`src/rtl/pwr_ctrl_pkg.sv`:
```
// Shared encodings for the range-hood power/gesture controller.
package pwr_ctrl_pkg;

  typedef enum logic [1:0] {
    OFF     = 2'd0,
    ON      = 2'd1,
    HOLD    = 2'd2,
    LOCKOUT = 2'd3
  } main_state_t;

  typedef enum logic [1:0] {
    G_IDLE  = 2'd0,
    G_LEFT  = 2'd1,
    G_RIGHT = 2'd2
  } gest_state_t;

  localparam int unsigned EV_ON  = 0;
  localparam int unsigned EV_OFF = 1;

endpackage

```
`src/rtl/power_gesture_ctrl_if.sv`:
```
// Button inputs and power/gesture status of power_gesture_ctrl.
interface power_gesture_ctrl_if;
  logic       on_off_btn;
  logic       left_btn;
  logic       right_btn;
  logic       gesture_en;
  logic       power_on;
  logic       gesture_armed;
  logic       gesture_dir;
  logic [1:0] ev_pulse;

  modport master (
    output on_off_btn, left_btn, right_btn, gesture_en,
    input  power_on, gesture_armed, gesture_dir, ev_pulse
  );

  modport slave (
    input  on_off_btn, left_btn, right_btn, gesture_en,
    output power_on, gesture_armed, gesture_dir, ev_pulse
  );
endinterface

```
`src/rtl/btn_debounce.sv`:
```
// 2-flop synchroniser plus stability-count debouncer; rise pulses with the new high level.
module btn_debounce #(
  parameter int unsigned DEB_CYCLES = 1_000_000
) (
  input  logic clk,
  input  logic reset,
  input  logic raw,
  output logic level,
  output logic rise
);

  localparam int unsigned CW = (DEB_CYCLES > 1) ? $clog2(DEB_CYCLES) : 1;
  localparam logic [CW-1:0] CNT_LAST = CW'(DEB_CYCLES - 1);

  logic          sync1;
  logic          sync2;
  logic [CW-1:0] cnt;

  always_ff @(posedge clk or posedge reset) begin
    if (reset) begin
      sync1 <= 1'b0;
      sync2 <= 1'b0;
      cnt   <= '0;
      level <= 1'b0;
      rise  <= 1'b0;
    end else begin
      sync1 <= raw;
      sync2 <= sync1;
      rise  <= 1'b0;
      if (sync2 == level) begin
        cnt <= '0;
      end else if (cnt == CNT_LAST) begin
        // sync2 has differed from level for DEB_CYCLES consecutive cycles
        level <= sync2;
        rise  <= sync2;
        cnt   <= '0;
      end else begin
        cnt <= cnt + 1'b1;
      end
    end
  end

endmodule

```
`src/rtl/power_gesture_ctrl.sv`:
```
// Range-hood power on/off controller: short press on, long hold off, optional swipe gestures.
// Gesture path is compiled in only when PWR_CTRL_GESTURE_EN is defined.
module power_gesture_ctrl
  import pwr_ctrl_pkg::*;
#(
  parameter int unsigned CNT_W          = 32,
  parameter int unsigned DEB_CYCLES     = 1_000_000,
  parameter int unsigned HOLD_CYCLES    = 300_000_000,
  parameter int unsigned GESTURE_CYCLES = 500_000_000
) (
  input logic                 clk,
  input logic                 reset,
  power_gesture_ctrl_if.slave bus
);

  localparam logic [CNT_W-1:0] HOLD_LAST = CNT_W'(HOLD_CYCLES - 1);
  localparam logic [CNT_W-1:0] G_LAST    = CNT_W'(GESTURE_CYCLES - 1);

  logic on_level;
  logic on_rise;
  logic g_on_req;
  logic g_off_req;

  main_state_t      state_q, state_d;
  logic [CNT_W-1:0] hold_cnt_q, hold_cnt_d;
  logic [1:0]       ev_q, ev_d;

  btn_debounce #(.DEB_CYCLES(DEB_CYCLES)) u_deb_on (
    .clk   (clk),
    .reset (reset),
    .raw   (bus.on_off_btn),
    .level (on_level),
    .rise  (on_rise)
  );

  always_ff @(posedge clk or posedge reset) begin
    if (reset) begin
      state_q    <= OFF;
      hold_cnt_q <= '0;
      ev_q       <= '0;
    end else begin
      state_q    <= state_d;
      hold_cnt_q <= hold_cnt_d;
      ev_q       <= ev_d;
    end
  end

  // on_off edge is checked before gesture requests, so it wins a collision
  always_comb begin
    state_d    = state_q;
    hold_cnt_d = hold_cnt_q;
    ev_d       = '0;
    case (state_q)
      OFF: begin
        if (on_rise || g_on_req) begin
          state_d      = ON;
          ev_d[EV_ON]  = 1'b1;
        end
      end
      ON: begin
        if (on_rise) begin
          state_d    = HOLD;
          hold_cnt_d = '0;
        end else if (g_off_req) begin
          state_d      = OFF;
          ev_d[EV_OFF] = 1'b1;
        end
      end
      HOLD: begin
        if (!on_level) begin
          state_d    = ON;
          hold_cnt_d = '0;
        end else if (hold_cnt_q == HOLD_LAST) begin
          state_d      = LOCKOUT;
          ev_d[EV_OFF] = 1'b1;
        end else if (hold_cnt_q != '1) begin
          hold_cnt_d = hold_cnt_q + 1'b1;
        end
      end
      LOCKOUT: begin
        if (!on_level) state_d = OFF;
      end
      default: state_d = OFF;
    endcase
  end

  always_comb begin
    bus.power_on = (state_q == ON) || (state_q == HOLD);
    bus.ev_pulse = ev_q;
  end

`ifdef PWR_CTRL_GESTURE_EN
  logic             left_rise;
  logic             right_rise;
  logic             left_level_unused;
  logic             right_level_unused;
  logic             g_active;
  gest_state_t      gstate_q, gstate_d;
  logic [CNT_W-1:0] gcnt_q, gcnt_d;

  btn_debounce #(.DEB_CYCLES(DEB_CYCLES)) u_deb_left (
    .clk   (clk),
    .reset (reset),
    .raw   (bus.left_btn),
    .level (left_level_unused),
    .rise  (left_rise)
  );

  btn_debounce #(.DEB_CYCLES(DEB_CYCLES)) u_deb_right (
    .clk   (clk),
    .reset (reset),
    .raw   (bus.right_btn),
    .level (right_level_unused),
    .rise  (right_rise)
  );

  assign g_active  = bus.gesture_en && ((state_q == OFF) || (state_q == ON));
  assign g_on_req  = g_active && (gstate_q == G_LEFT)  && right_rise;
  assign g_off_req = g_active && (gstate_q == G_RIGHT) && left_rise;

  always_ff @(posedge clk or posedge reset) begin
    if (reset) begin
      gstate_q <= G_IDLE;
      gcnt_q   <= '0;
    end else begin
      gstate_q <= gstate_d;
      gcnt_q   <= gcnt_d;
    end
  end

  // Abort looks at the main FSM's next state so a press entering HOLD disarms at once
  always_comb begin
    gstate_d = gstate_q;
    gcnt_d   = gcnt_q;
    if (!g_active || (state_d == HOLD) || (state_d == LOCKOUT)) begin
      gstate_d = G_IDLE;
    end else begin
      case (gstate_q)
        G_IDLE: begin
          if (left_rise && !right_rise) begin
            gstate_d = G_LEFT;
            gcnt_d   = '0;
          end else if (right_rise && !left_rise) begin
            gstate_d = G_RIGHT;
            gcnt_d   = '0;
          end
        end
        G_LEFT: begin
          if (right_rise)             gstate_d = G_IDLE;
          else if (left_rise)         gcnt_d   = '0;
          else if (gcnt_q == G_LAST)  gstate_d = G_IDLE;
          else if (gcnt_q != '1)      gcnt_d   = gcnt_q + 1'b1;
        end
        G_RIGHT: begin
          if (left_rise)              gstate_d = G_IDLE;
          else if (right_rise)        gcnt_d   = '0;
          else if (gcnt_q == G_LAST)  gstate_d = G_IDLE;
          else if (gcnt_q != '1)      gcnt_d   = gcnt_q + 1'b1;
        end
        default: gstate_d = G_IDLE;
      endcase
    end
  end

  always_comb begin
    bus.gesture_armed = (gstate_q != G_IDLE);
    bus.gesture_dir   = (gstate_q == G_RIGHT);
  end
`else
  logic             unused_gesture_in;
  logic [CNT_W-1:0] unused_g_last;

  assign unused_gesture_in = ^{bus.left_btn, bus.right_btn, bus.gesture_en};
  assign unused_g_last     = G_LAST;
  assign g_on_req          = 1'b0;
  assign g_off_req         = 1'b0;

  always_comb begin
    bus.gesture_armed = 1'b0;
    bus.gesture_dir   = 1'b0;
  end
`endif

endmodule
```
`src/flat_wrapper.sv`:
```
// flat-port wrapper written by rule: the top's interface ports become plain ports
module power_gesture_ctrl_flat import pwr_ctrl_pkg::*;
#(
  parameter int unsigned CNT_W          = 32,
  parameter int unsigned DEB_CYCLES     = 1_000_000,
  parameter int unsigned HOLD_CYCLES    = 300_000_000,
  parameter int unsigned GESTURE_CYCLES = 500_000_000
)
  (clk, reset, bus_on_off_btn, bus_left_btn, bus_right_btn, bus_gesture_en, bus_power_on, bus_gesture_armed, bus_gesture_dir, bus_ev_pulse);
  power_gesture_ctrl_if bus_i ();
  input logic clk;
  input logic reset;
  input wire logic [$bits(bus_i.on_off_btn)-1:0] bus_on_off_btn;
  input wire logic [$bits(bus_i.left_btn)-1:0] bus_left_btn;
  input wire logic [$bits(bus_i.right_btn)-1:0] bus_right_btn;
  input wire logic [$bits(bus_i.gesture_en)-1:0] bus_gesture_en;
  output wire logic [$bits(bus_i.power_on)-1:0] bus_power_on;
  output wire logic [$bits(bus_i.gesture_armed)-1:0] bus_gesture_armed;
  output wire logic [$bits(bus_i.gesture_dir)-1:0] bus_gesture_dir;
  output wire logic [$bits(bus_i.ev_pulse)-1:0] bus_ev_pulse;
  assign bus_i.on_off_btn = bus_on_off_btn;
  assign bus_i.left_btn = bus_left_btn;
  assign bus_i.right_btn = bus_right_btn;
  assign bus_i.gesture_en = bus_gesture_en;
  assign bus_power_on = bus_i.power_on;
  assign bus_gesture_armed = bus_i.gesture_armed;
  assign bus_gesture_dir = bus_i.gesture_dir;
  assign bus_ev_pulse = bus_i.ev_pulse;
  power_gesture_ctrl #(.CNT_W(CNT_W), .DEB_CYCLES(DEB_CYCLES), .HOLD_CYCLES(HOLD_CYCLES), .GESTURE_CYCLES(GESTURE_CYCLES)) u_core (.clk(clk), .reset(reset), .bus(bus_i));
endmodule
```
`config.mk`:
```
export PLATFORM = sky130hd
export DESIGN_NAME = power_gesture_ctrl_flat
export DESIGN_NICKNAME = d
export VERILOG_FILES = /design/src/rtl/pwr_ctrl_pkg.sv /design/src/rtl/power_gesture_ctrl_if.sv /design/src/rtl/btn_debounce.sv /design/src/rtl/power_gesture_ctrl.sv /design/src/flat_wrapper.sv
export SDC_FILE = /design/constraint.sdc
export NUM_CORES = 1
export LEC_CHECK = 0
export CORE_ASPECT_RATIO = 0.6
export CORE_MARGIN = 1
export CORE_UTILIZATION = 45
export CTS_BUF_LIST = sky130_fd_sc_hd__clkbuf_2 sky130_fd_sc_hd__clkbuf_4 sky130_fd_sc_hd__clkbuf_8
export CTS_CLUSTER_DIAMETER = 40
export CTS_CLUSTER_SIZE = 25
export DETAILED_ROUTE_END_ITERATION = 8
export DONT_BUFFER_PORTS = 1
export GPL_TIMING_DRIVEN = 0
export SLEW_MARGIN = 20
export SYNTH_ARGS = -nofsm -noshare
export SYNTH_HDL_FRONTEND = slang
export SYNTH_SLANG_ARGS = --single-unit
export TNS_END_PERCENT = 100
```
`constraint.sdc`:
```
create_clock -name clk -period 4.7 [get_ports clk]
set_clock_uncertainty 0.15 [all_clocks]
set_input_delay 1.175 -clock clk [delete_from_list [all_inputs] [get_ports clk]]
set_output_delay 1.175 -clock clk [all_outputs]
set_load 0.005 [all_outputs]
```
* Word-level counts from Yosys, hierarchy flattened *
Index checks and enable logic that the tools add are counted.

word-level totals
  register bits = 60
  input port bits = 6
  output and inout bits = 5
  logic and storage cells = 50

operators by class
  $add $sub $neg = 2
  equal/unequal tests = 13
  multiplexer cells = 20
  bitwise gates (word level) = 1
  reductions and logical operators = 6

operators by type and width
  operator                                                            number
  32-bit 2-to-1 mux                                                   4
  32-bit case mux with 2 select lines                                 1
  20-bit 2-to-1 mux                                                   2
  32-bit by 1-bit adder with 32-bit output (second input constant)    1
  32-bit by 29-bit == test with 1-bit output (second input constant)  1
  32-bit != test (second input constant)                              1
  20-bit by 1-bit adder with 20-bit output (second input constant)    1
  20-bit == test (second input constant)                              1
  2-bit 2-to-1 mux                                                    5
  2-bit case mux with 4 select lines                                  1
  4-bit AND reduction                                                 2
  1-bit 2-to-1 mux                                                    7
  2-bit != test (second input constant)                               3
  3-bit by 2-bit != test with 1-bit output (second input constant)    2
  2-bit == test (second input constant)                               2
  3-bit != test (second input constant)                               1
  2-bit by 1-bit == test with 1-bit output (second input constant)    1
  2-bit zero test                                                     1
  2-bit AND reduction                                                 1
  2-bit nonzero test                                                  1
  1-bit == test                                                       1
  1-bit logical OR                                                    1
  1-bit NOT                                                           1

* Logic depth before layout (Yosys ltp) *
  depth in word-level cells = 5
  mapped depth = 10
  depth with buffers taken out = 8

* By module *
A second synthesis with hierarchy kept.

unflattened totals
  cell total of the unflattened synthesis = 368
  area total of the unflattened synthesis = 3364.5 um^2

by module, submodules not included
  module              instances  cells each  area each (um^2)  sequential area each (um^2)
  power_gesture_ctrl  1          258         2218.4            900.9
  btn_debounce        1          110         1146.1            600.6

* Worst setup path before layout *
Ideal clock, no wire load.

  path type = register to register
  start point = reg u_core.state_q[0]
  end point = reg u_core.hold_cnt_q[16]
  library setup time = 0.069 ns
  arrival = 2.267 ns
  required time = 4.481 ns
  path slack = 2.214 ns
  cell stages (with the launch flop) = 9
  buffers on the path = 1
  clock period less this slack = 2.486 ns
  path through = dfrtp_1 -> inv_1 -> ha_1 -> o21ai_0 -> a31oi_1 -> nand2_2 -> buf_6 -> or4_1 -> nand3_1

on the way
  cells in the longest elaborated chain, start to end = 3
  elaborated cells between the ends (all ways) = 8
  those cells by class = eq/ne: 5; mux: 1; reduce/logical: 2

RTL lines
  element                                                                    RTL line                  text
  from (decl)                                                                power_gesture_ctrl.sv:24  main_state_t state_q, state_d;
  from (signal assigned)                                                     power_gesture_ctrl.sv:42  state_q <= state_d;
  2-bit == test or 2-bit by 1-bit == test with 1-bit output (tied branches)  power_gesture_ctrl.sv:53  case (state_q)
  3-bit != test (no line) (tied with other cells)                            n/a
  4-bit AND reduction (no line)                                              n/a
  to (signal assigned)                                                       power_gesture_ctrl.sv:43  hold_cnt_q <= hold_cnt_d;
  to (decl)                                                                  power_gesture_ctrl.sv:25  logic [CNT_W-1:0] hold_cnt_q, hold_cnt_d;

Parallel ways exist; a longest one is shown, timed or not.
A chain may end at the register's enable or synchronous reset.

* Worst setup path in the final report *
  start point = reg u_core.state_q[0]
  end point = reg u_core.hold_cnt_q[3]

The elaborated chain is that of the path after synthesis.

==> results.toml <==
[floorplanning]
rows = 23
core_area_um2 = 6820
dieWidth_um = 111.6
io_pins = 11
fp.dieH_um = 67.75
die_area_um2 = 7559
initial_core_util_pct = 47.53

[timing]
setup_viol = 0
finalHoldViolations = 0
timing.hold.ws_ns = 0.1993
drv_slew = 0
slew_headroom_pct = 32.29
fmax_mhz = 311.6
setup_tns_ns = 0
fin_crit_sh_pct = 68.29
finalCriticalPeriod_ns = 3.210
worstMarginPinSlew_ns = 1.005
rsz0062_at_grt = "no"

[layout]
final_common_cell = "dfrtp_1"
final_util_pct = 52.80
drive_gt1_share_pct = 9.946
final_net_count = 380
fill_cells = 636
area_growth_syn_to_layout_pct = 11.08
antennaDiodeCount = 0
mostFrequentLayoutCells = "dfrtp_1 (60), nor2_1 (41), nand3_1 (38)"
finalNonFillerCells = 459

[placed_design]
dp_cells = 444
gp_congestion = 0.8460
dp.final_hpwl_mm = 5.624
portBuffers = 0

[critical_path]
required_ns = 4.83
crit_fanout = 10
crit_path_end_kind = "flip-flop"
ff2ff_setup_slack_ns = 1.49
crit_arrival_ns = 3.34
cp-start-kind = "flip-flop"
crit_type = "reg2reg"
rr_worst_depth = 8

[power_and_ir_drop]
leakage_nw = 1.457
p_per_area_nw_per_um2 = 299.0
power.total_mw = 1.077
ir_worst_vdd_mv = 0.1694

[logic_synthesis]
ys_seq_elements = 60
netlist_instances = 355
synth_top_family_by_area = "simple AND/OR/NAND/NOR gates"
yosysTopAreaCell = "dfrtp_1"
synthArstFlopShare_pct = 100.0
ys_types = 47
yosys_warnings = 0
netlist.area_leader.share_pct = 46.31
synth-simple-area-share_pct = 28.14
synth_area_leaders = "dfrtp_1 (46%), nand3_1 (5.9%), nor2_1 (4.7%)"
synth_compound_area_share_pct = 12.85
netlist_area_um2 = 3242
seq_area_frac_synth_pct = 46.31
synthMuxAreaShare_pct = 0.9649
avgSynthCellArea_um2 = 9.132
synth_ff_type = "dfrtp_1"
synthAdderAreaFrac_pct = 2.316
synth_edf_count = 0
yosys.area_share.xor_xnor_pct = 5.133

[worst_hold_path]
hold_depth = 0
min_path_type = "reg2reg"

[clocking]
cts_hold_buffers = 0
clk_pin_slew_ns = 0.07
cts_tree = "yes"
ctsResizeCount = 0
post_cts_buffers = 0
clock_sinks = 60
h-tree-depth = 3
clk_latency_ns = 0.36
clockBufferDepth = 2
numCtsBuffers = 9
clock-root-buffer = "clkbuf_8"

[routing]
drc = 0
first_pass_iters = 5
viasPerCell = 5.865
vias = 2692
drt-total-wl_mm = 7.755
drt_iter0_drc = 188
ant_nets = 0
wl_per_cell_um = 16.90

[global_routing]
grtUsageTotal_pct = 23.10
grt_overflow = 0
grt_antenna_before_repair = 0
grt_first_pass_wirelength_mm = 12.90
grt_pass1_vias = 2425
grt_max_degree = 40

[outcome]
status = "finished, final reports clean"

[flow_run]
maxCapViolations = 0
## cell families after synthesis
| family | count (synthesis) |
|---|---|
| AOI/OAI and AO/OA | 62 |
| xor gates and xnor gates | 19 |
| adders and majority gates | 6 |
| buffers and inverters | 26 |
| DFF | 60 |
| muxes | 3 |
| other | 1 |
| and+or+nand+nor | 178 |
## final cells by class
cell class	count	area [um2]	share of cell area (%)
Buffer	14	90.09	2.502
Tap cell	87	108.9	3.023
Timing Repair Buffer	1	20.02	0.5559
Clock inverter	4	72.57	2.015
Inverter	12	47.55	1.320
Sequential cell	60	1501	41.70
Multi-Input combinational cell	270	1609	44.68
Clock buffer	11	151.4	4.204
## synthesized netlist by cell type, drive strengths merged, types with 2 or more instances
master   n
nor2    41
o21ai   23
nand4    9
or3      5
o31ai   11
clkbuf   5
and2     6
nand2   35
o41ai    2
nor4b    2
nor4    10
a21oi    6
or2      4
mux2i    2
and3     3
or4     10
dfrtp   60
nor3     7
ha       6
xnor2   10
and4     2
a31oi    3
o211ai   9
nand3   39
buf      9
nand2b   2
xor2     9
o311ai   2
inv     12
## critical path: stages (launching register included)
cell     delay, ns
dfrtp_1       0.44
inv_1         0.09
ha_1          0.32
o21ai_0       0.36
a31oi_1       0.77
nand2_2       0.22
buf_6         0.22
or4_1         0.47
nand2_1       0.09
## flip-flops by register name (all words and copies together) (netlist names)
signal and flops:
u_core.u_deb_on.sync1 1, u_core.state_q 2, u_core.bus.ev_pulse 2, u_core.hold_cnt_q 32, u_core.u_deb_on.sync2 1, u_core.u_deb_on.rise 1
u_core.u_deb_on.level 1, u_core.u_deb_on.cnt 20
## where the power goes
part	switching (mW)	total [mW]	leakage, nW	internal (mW)
Combinational	0.0157	0.0214	0.514	0.00569
Clock	0.210	0.533	0.111	0.323
Sequential	0.00250	0.522	0.831	0.519
Total	0.228	1.08	1.46	0.848
## per-stage QoR
| step | area (um2) | worst slack [ns] |
|---|---|---|
| after floorplan | 3246 | 1.890 |
| after global placement | 3354 | 1.163 |
| after detailed placement | 3377 | 1.499 |
| after CTS | 3601 | 1.485 |
| after global routing | 3601 | 1.169 |
| final | 3601 | 1.490 |
## final timing paths
kind | from | endpoint
max | u_core.state_q[0] | u_core.hold_cnt_q[3]
min | u_core.u_deb_on.sync1 | u_core.u_deb_on.sync2
max reg2reg | u_core.state_q[0] | u_core.hold_cnt_q[3]
min reg2reg | u_core.u_deb_on.sync1 | u_core.u_deb_on.sync2
max in group asynchronous | reset | u_core.u_deb_on.cnt[11]
min in group asynchronous | reset | u_core.hold_cnt_q[7]
## layer usage
layer	vias up	global-route usage, %	part of all wire (%)
li1	1311	-	-
met5	-	0	0
met1	1287	35.49	54
met4	0	8.108	1.4
met3	14	7.720	7.7
met2	80	28.91	36
Note: power is estimated with default switching activity, not from simulation.
